===== src/rtl/ex_stage.sv =====
// ex_stage: execute stage feeding the EX/MEM register (ALU, branch target, destination select).
// MUL/DIVU iterate over 32 cycles and stall ID/EX; define EX_DIV_EN to build the DIVU divider.
module ex_stage (
  input  logic        clkEX,
  input  logic        rstEX_n,
  input  logic        vIDEX,
  input  logic        flushEX,
  input  logic [1:0]  Wb1,
  input  logic [2:0]  Mem1,
  input  logic        RegDst,
  input  logic [2:0]  ALUOp,
  input  logic        ALUSrc,
  input  logic [31:0] tAdd,
  input  logic [31:0] tALU,
  input  logic [31:0] tMux32,
  input  logic [31:0] tACsl,
  input  logic [4:0]  tMux5_1,
  input  logic [4:0]  tMux5_2,
  output logic        stallEX,
  output logic        vEXMEM,
  output logic [1:0]  Wb2,
  output logic [2:0]  Mem2,
  output logic [31:0] ALURes,
  output logic        tZero,
  output logic [31:0] tBr,
  output logic [31:0] tWData,
  output logic [4:0]  tDest
);

  typedef enum logic {IDLE, BUSY} state_t;
  typedef enum logic [2:0] {
    FN_ADD, FN_SUB, FN_AND, FN_OR, FN_SLT, FN_MUL, FN_DIVU, FN_ZERO
  } alu_fn_t;

  state_t      state;
  logic [4:0]  cnt;
  alu_fn_t     fn;
  logic        is_multi;
  logic [31:0] op_b;
  logic [31:0] alu_res;
  logic [31:0] br_target;
  logic [4:0]  dest;

  // Iterative datapath, shared by MUL and DIVU:
  // acc = partial product / remainder, shr = multiplier / dividend becoming quotient,
  // opnd = multiplicand (shifted left each step) / divisor.
  logic [31:0] acc, shr, opnd;
  logic [31:0] acc_nxt, shr_nxt, opnd_nxt;
  logic [31:0] iter_res;

  // Pass-through fields captured when a multi-cycle op starts.
  logic [1:0]  wb_l;
  logic [2:0]  mem_l;
  logic [31:0] br_l;
  logic [31:0] wdata_l;
  logic [4:0]  dest_l;

`ifdef EX_DIV_EN
  logic        it_div;
  logic [32:0] rem_sh;
  logic [32:0] rem_diff;
  logic        div_ok;
`endif

  assign op_b      = ALUSrc ? tACsl : tMux32;
  assign br_target = tAdd + {tACsl[29:0], 2'b00};
  assign dest      = RegDst ? tMux5_2 : tMux5_1;
  assign is_multi  = (fn == FN_MUL) || (fn == FN_DIVU);

  always_comb begin
    // NOTE: every always_comb output gets a default first so no path can infer a latch.
    fn = FN_ADD;
    case (ALUOp)
      3'b001: fn = FN_SUB;
      3'b011: fn = FN_AND;
      3'b100: fn = FN_OR;
      3'b101: fn = FN_SLT;
      3'b010: begin
        case (tACsl[5:0])
          6'h22:   fn = FN_SUB;
          6'h24:   fn = FN_AND;
          6'h25:   fn = FN_OR;
          6'h2A:   fn = FN_SLT;
          6'h18:   fn = FN_MUL;
`ifdef EX_DIV_EN
          6'h1A:   fn = FN_DIVU;
`else
          6'h1A:   fn = FN_ZERO;
`endif
          default: fn = FN_ADD;
        endcase
      end
      default: fn = FN_ADD;
    endcase
  end

  always_comb begin
    alu_res = tALU + op_b;
    case (fn)
      FN_SUB:  alu_res = tALU - op_b;
      FN_AND:  alu_res = tALU & op_b;
      FN_OR:   alu_res = tALU | op_b;
      FN_SLT:  alu_res = {31'd0, $signed(tALU) < $signed(op_b)};
      FN_ZERO: alu_res = 32'd0;
      default: alu_res = tALU + op_b;
    endcase
  end

  always_comb begin
    acc_nxt  = acc + (shr[0] ? opnd : 32'd0);
    shr_nxt  = shr >> 1;
    opnd_nxt = opnd << 1;
    iter_res = acc_nxt;
`ifdef EX_DIV_EN
    // Restoring step: a zero divisor always "fits", so the quotient saturates to all ones.
    rem_sh   = {acc, shr[31]};
    rem_diff = rem_sh - {1'b0, opnd};
    div_ok   = rem_sh >= {1'b0, opnd};
    if (it_div) begin
      acc_nxt  = div_ok ? rem_diff[31:0] : rem_sh[31:0];
      shr_nxt  = {shr[30:0], div_ok};
      opnd_nxt = opnd;
      iter_res = shr_nxt;
    end
`endif
  end

  // A flush cancels the request or the in-flight op, so it also releases ID/EX.
  assign stallEX = !flushEX &&
                   (((state == IDLE) && vIDEX && is_multi) ||
                    ((state == BUSY) && (cnt != 5'd31)));

  always_ff @(posedge clkEX or negedge rstEX_n) begin
    if (!rstEX_n) begin
      state   <= IDLE;
      cnt     <= '0;
      acc     <= '0;
      shr     <= '0;
      opnd    <= '0;
      wb_l    <= '0;
      mem_l   <= '0;
      br_l    <= '0;
      wdata_l <= '0;
      dest_l  <= '0;
      vEXMEM  <= 1'b0;
      Wb2     <= '0;
      Mem2    <= '0;
      ALURes  <= '0;
      tZero   <= 1'b0;
      tBr     <= '0;
      tWData  <= '0;
      tDest   <= '0;
`ifdef EX_DIV_EN
      it_div  <= 1'b0;
`endif
    end else begin
      // NOTE: state updates use non-blocking assignments so every register samples pre-edge values.
      unique case (state)
        IDLE: begin
          if (flushEX || !vIDEX) begin
            vEXMEM <= 1'b0;
            Wb2    <= '0;
            Mem2   <= '0;
          end else if (is_multi) begin
            vEXMEM  <= 1'b0;
            Wb2     <= '0;
            Mem2    <= '0;
            state   <= BUSY;
            cnt     <= '0;
            acc     <= '0;
            shr     <= tALU;
            opnd    <= op_b;
            wb_l    <= Wb1;
            mem_l   <= Mem1;
            br_l    <= br_target;
            wdata_l <= tMux32;
            dest_l  <= dest;
`ifdef EX_DIV_EN
            it_div  <= (fn == FN_DIVU);
`endif
          end else begin
            vEXMEM <= 1'b1;
            Wb2    <= Wb1;
            Mem2   <= Mem1;
            ALURes <= alu_res;
            tZero  <= (alu_res == 32'd0);
            tBr    <= br_target;
            tWData <= tMux32;
            tDest  <= dest;
          end
        end
        BUSY: begin
          if (flushEX) begin
            vEXMEM <= 1'b0;
            Wb2    <= '0;
            Mem2   <= '0;
            state  <= IDLE;
            cnt    <= '0;
          end else if (cnt == 5'd31) begin
            vEXMEM <= 1'b1;
            Wb2    <= wb_l;
            Mem2   <= mem_l;
            ALURes <= iter_res;
            tZero  <= (iter_res == 32'd0);
            tBr    <= br_l;
            tWData <= wdata_l;
            tDest  <= dest_l;
            state  <= IDLE;
            cnt    <= '0;
          end else begin
            acc  <= acc_nxt;
            shr  <= shr_nxt;
            opnd <= opnd_nxt;
            cnt  <= cnt + 5'd1;
          end
        end
      endcase
    end
  end

endmodule


===== config.mk =====
export PLATFORM = sky130hd
export DESIGN_NAME = ex_stage
export DESIGN_NICKNAME = d
export VERILOG_FILES = /design/src/rtl/ex_stage.sv
export SDC_FILE = /design/constraint.sdc
export NUM_CORES = 1
export LEC_CHECK = 0
export ABC_AREA = 1
export CORE_MARGIN = 2
export CORE_UTILIZATION = 30
export DETAILED_ROUTE_END_ITERATION = 10
export GPL_ROUTABILITY_DRIVEN = 0
export PLACE_DENSITY = 0.57
export SYNTH_ARGS = -nofsm -noshare
export SYNTH_HDL_FRONTEND = slang
export SYNTH_SLANG_ARGS = --single-unit
export TNS_END_PERCENT = 50

===== constraint.sdc =====
create_clock -name clkEX -period 3.5 [get_ports clkEX]
set_input_delay 0.525 -clock clkEX [delete_from_list [all_inputs] [get_ports clkEX]]
set_output_delay 0.525 -clock clkEX [all_outputs]
set_load 0.01 [all_outputs]

## Word-level counts from Yosys, hierarchy flattened

Cells that the tools add are included.

| storage, ports and cells | value |
|---|---|
| memories kept | 0 |
| input port bits | 152 |
| register bits after elaboration | 284 |
| output and inout bits | 109 |
| bits in latches | 0 |
| bits in writable memories | 0 |
| memory bits (read-only) | 0 |

| operators by class | value |
|---|---|
| multiply operators | 0 |
| mux-type cells | 71 |
| eq/ne operators | 27 |
| bitwise logic cells | 4 |
| reduce and logical (&&, ||, !) cells | 15 |
| shift operators | 0 |
| $add $sub $neg | 5 |
| magnitude comparators | 1 |
| div/mod/pow operators | 0 |

Operators by type and width:

| kind | count |
|---|---|
| 2-to-1 mux 32 bit | 26 |
| one-hot mux 32 bit (2 select lines) | 6 |
| one-hot mux 32 bit (5 select lines) | 1 |
| adder 32 bit | 3 |
| zero test 32 bit | 2 |
| 2-to-1 mux 5 bit | 9 |
| AND 32 bit | 1 |
| less-than comparator 32 bit | 1 |
| bitwise OR 32 bit | 1 |
| subtractor 32 bit | 1 |
| equality test 6 bit (second input constant) | 4 |
| one-hot mux 5 bit (2 select lines) | 2 |
| equality test 3 bit (second input constant) | 6 |
| one-hot mux 3 bit (6 select lines) | 1 |
| one-hot mux 3 bit (5 select lines) | 1 |
| equality test 3 x 2 -> 1 bit (second input constant) | 4 |
| equality test 6 x 5 -> 1 bit (second input constant) | 2 |
| 2-to-1 mux 1 bit | 12 |
| 2-to-1 mux 3 bit | 4 |
| != test 2 bit (second input constant) | 5 |
| 2-to-1 mux 2 bit | 4 |
| AND reduction 4 bit | 2 |
| equality test 3 x 1 -> 1 bit (second input constant) | 2 |
| one-hot mux 1 bit (2 select lines) | 3 |
| 13 further kinds | 20 |

## Longest topological paths before layout

| logic depth | value |
|---|---|
| depth in word-level cells | 9 |
| gate-level depth with buffers | 28 |
| depth with buffers taken out | 27 |

## Worst setup path after synthesis

OpenSTA, ideal clock, no wires.

| timing | value |
|---|---|
| path type | input to register |
| start | input ALUSrc |
| end | register tZero |
| path slack | 218 ps |
| data arrival time | 3217 ps |
| stages | 26 |
| cells stage by stage | clkbuf_1 > clkbuf_1 > nand2_1 > o21ai_0 > inv_1 > ha_1 > fa_1 > nand2_1 > nand2_1 > nand3_1 > nand2_1 > nand2_1 > nand3_1 > nand2_1 > nand2_1 > inv_1 > nor2_1 > nor2_1 > nand3_1 > nor2_1 > nand2_1 > nor2_1 > nand2_1 > nand2_1 > nand2_1 > nand2_1 |

| on the way | value |
|---|---|
| cells in the longest elaborated chain, start to end | 7 |

Ends and longest elaborated chain:

| what | RTL line | source |
|---|---|---|
| from (decl) | 12 | `input logic ALUSrc,` |
| 2-to-1 mux 32 bit * | 65 | `assign op_b = ALUSrc ? tACsl : tMux32;` |
| adder 32 bit (tied with other cells) | 105 | `default: alu_res = tALU + op_b;` |
| one-hot mux 32 bit (5 select lines) * | 99 | `case (fn)` |
| zero test 32 bit * | 186 | `tZero <= (alu_res == 32'd0);` |
| 2-to-1 mux 1 bit * | 164 | `end else if (is_multi) begin` |
| 2-to-1 mux 1 bit * | 160 | `if (flushEX \|\| !vIDEX) begin` |
| one-hot mux 1 bit (2 select lines) * | 158 | `unique case (state)` |
| to (signal assigned) | 186 |  |
| to (signal assigned) | 204 | `tZero <= (iter_res == 32'd0);` |
| to (decl) | 24 | `output logic tZero,` |

Every way passes the cells marked *; elsewhere a longest branch is shown, timed or not. The select of a mux whose other input is x is not followed.
A chain may end at the register's enable or synchronous reset.

## Final worst setup path

| timing | value |
|---|---|
| start | input tACsl[15] |
| end | register tZero |

| on the way | value |
|---|---|
| cells in the longest elaborated chain, start to end | 7 |

Ends and longest elaborated chain:

| what | RTL line | source |
|---|---|---|
| from (decl) | 16 | `input logic [31:0] tACsl,` |
| 2-to-1 mux 32 bit * | 65 |  |
| adder 32 bit (tied with other cells) | 105 |  |
| one-hot mux 32 bit (5 select lines) * | 99 |  |
| zero test 32 bit * | 186 |  |
| 2-to-1 mux 1 bit * | 164 |  |
| 2-to-1 mux 1 bit * | 160 |  |
| one-hot mux 1 bit (2 select lines) * | 158 |  |

Marks and branches as above.

==> metrics.txt <==
status finished, final reports clean; synthesized area 23050 µm²; crit path buf inv count 5; compound-gate portion of the synthesized area 16.51%; CTS root buf clkbuf_16; core area between 70000 and 80000 µm²; DIE AREA 79060 µm²; WP data arrival 3.85 ns; share of cells above drive strength 1 between 10% and 20%; Pins Over Slew Limit 0; Period minus WS final roughly 3.4 ns; Required @ worst endpoint 4.00 ns; top cells by area, synth dfrtp_1 31%, nand2_1 19%, ha_1 9.7%, o21ai_0 7.9%, inv_1 7.7%; crit path max fanout 3; CP Launch Type input port; Max clock buf depth 3; global-route wire length before repair between 100 and 150 mm; post-synthesis mux area share 0%; Net Count, Synth just under 4000; XOR/XNOR Fraction of Synth Area ~2.5%; Synth cell types 53; initial core utilization a little over 30%; Worst path max stage delay 0.57 ns; f_max 298.1 MHz; Pleak around 17 nW; Post-synth EDFFs 0; top cells by instance count after synthesis 1152 x nand2_1, 474 x inv_1, 364 x o21ai_0; Sum Neg Setup Slack 0 ns; Die X 281.2 µm; Syn-to-layout area delta 37.80%; sequential fraction of design power 31.5%; Clock Skews 0.02713 ns; share of synthesized flip-flops with an asynchronous set or reset 100.0%; register area share after synthesis 30.83%; Peak VDD IR between 0.0003 and 0.0004 V; Sw Ratio 36.20%; max-cap violation count 0; Slowest-stage cell, CP clkdlybuf4s50_1; Synth top area share 30.83%; Finish-stage setup viols 0; Worst-Margin Slew 0.8928 ns; largest net degree at the start of global routing 151; Avg Synthesized Cell Area 6.516 µm²; Detail Route Antenna Nets 0; vias in the first global route between 20000 and 25000; Die Y 281.2 µm; Clock power frac 30.6%; Site Rows 101; ys flop type dfrtp_1; main combinational cell family by area after synthesis simple AND/OR/NAND/NOR gates; drt pass-1 iters 7; Sw Pwr between 5 and 6 mW; Iter 0 DRT Violations 2015; Ys Warns 0; Fill cells 8023; Internal 8.933 mW; Boundary Pins 261; Vias 25177; Total Wirelength 94.69 mm; Clk Latency, worst-skew pair 0.58 ns; Routed WL per cell ~18 µm; Mapped Cells 3537; most used cell, CP nand2_1; Simple-Gate Fraction of Synth Area 29.77%; top-count cell post-synth nand2_1; overall power approximately 14 mW; DPL Wire Length 76.58 mm; cts bufs inserted 37; clk sink count 284; Synth area leader dfrtp_1; Power Density around 440 nW/µm²; CP delay by family, top simple AND/OR/NAND/NOR gates; hold crit path type reg -> reg; Reg clk slew, reported paths 0.06 ns; GRT Total Usage 23.68%; routed vias/inst 4.798; #FFs+latches synth between 200 and 300; final hold viol count 0; H-tree depth 2; type of the worst setup path in -> reg; CTS tree done; nature of the critical path endpoint flip-flop; number of nets in the layout 4522; Adder-Cell Fraction of Synth Area 10.06%; DRC 0; total grt overflow 0; Final period util 95.83%; antenna violations before repair 10; I/O Buffers 260; Slew HR 40.48%; combinational power share 37.8%
layout by cell type (no fill, tap or decap), types with 56 or more instances in the layout:
| cell | count |
|---|---|
| ha_1 | 176 |
| inv_1 | 473 |
| clkdlybuf4s50_1 | 250 |
| a21oi_1 | 150 |
| o21ai_1 | 93 |
| o21ai_0 | 358 |
| nand3_1 | 156 |
| nand2_1 | 1141 |
| dfrtp_1 | 283 |
| buf_4 | 456 |
| xor2_1 | 56 |
| nor2_1 | 245 |
registers in the layout (all words and copies together), names as in the netlist, 2 cells and up:
register  count
ALURes       32
Mem2          3
Wb2           2
acc          32
br_l         32
cnt           5
dest_l        5
mem_l         3
opnd         32
shr          32
tBr          32
tDest         5
tWData       32
wb_l          2
wdata_l      32
repair_timing:
item | CTS | global route
buffers inserted | 0 | 1
hold buffers | 1 | 0
setup endpoints to repair | 10 | 13
gates resized for setup | 9 | 77
pin swaps | 0 | 7
hold endpoints to repair | 64 | 0
path summary, 6_finish.rpt:
kind | from | endpoint | slack (ns) | cells past startpoint
max | tACsl[15] | tZero | 0.15 | 25
min | mem_l[0] | mem_l[0] | 0.47 | 2
max reg2reg | shr[0] | tZero | 0.20 | 18
min reg2reg | mem_l[0] | mem_l[0] | 0.47 | 2
max in group asynchronous | rstEX_n | acc[14] | 2.11 | 3
min in group asynchronous | rstEX_n | Wb2[1] | 0.52 | 2
layout make-up:
class | instances | area (µm²) | share of cell area, %
Clock buffer | 48 | 1057 | 3.329
Timing Repair Buffer | 731 | 6324 | 19.91
Multi-Input combinational cell | 2651 | 13840 | 43.57
Inverter | 482 | 1823 | 5.740
Tap cell | 1030 | 1289 | 4.058
Antenna cell | 2 | 5.005 | 0.01576
Sequential cell | 284 | 7108 | 22.38
Clock inverter | 19 | 316.6 | 0.9967
through the flow:
step / instance area (µm²) / worst slack (ns) / util, % / instances / hold WS, ns
floorplan: 23050 / 0.2178 / - / 3537 / 0.2294
global placement: 30090 / -0.7958 / 39.62 / 5176 / 0.4487
detailed placement: 30090 / -0.7515 / 39.62 / 5176 / 0.4530
CTS: 31500 / 0.03279 / 41.47 / 5244 / 0.4675
global route: 31760 / -0.05781 / 41.81 / 5245 / 0.4982
finish: 31760 / 0.1460 / 41.82 / 5247 / 0.4661
routing by layer:
layer  global-route usage (%)  vias up  wire (µm)
li1                         -    12592          -
met1                    31.52    11520      41930
met2                    37.20      850      41180
met3                    4.614      199       7011
met4                    10.24       16       4468
met5                        0        -         98
kinds of logic (layout without fill, tap and decap cells):
family,Yosys count,count (layout)
compound gates,708,708
xor+xnor,67,67
fa+ha+maj,183,183
buf+inv,602,1280
flops,284,284
other cells,0,2
simple gates,1693,1693
power groups by stage:
stage               combinational (mW)  sequential (mW)  clock (mW)
finish                            5.30             4.42        4.29
detailed placement                5.16             4.46           0
floorplan                         2.46             4.43           0
CTS                               5.19             4.41        4.39
global route                      5.82             4.50        4.50
global placement                  5.13             4.45           0
tightest hold or removal path, delay by kind of cell, from the launching register on:
kind / cells / cell delay, ns
AND/OR/NAND/NOR: 2 / 0.10
flip-flops: 1 / 0.34
No activity file was read; power rests on OpenSTA's default activity.
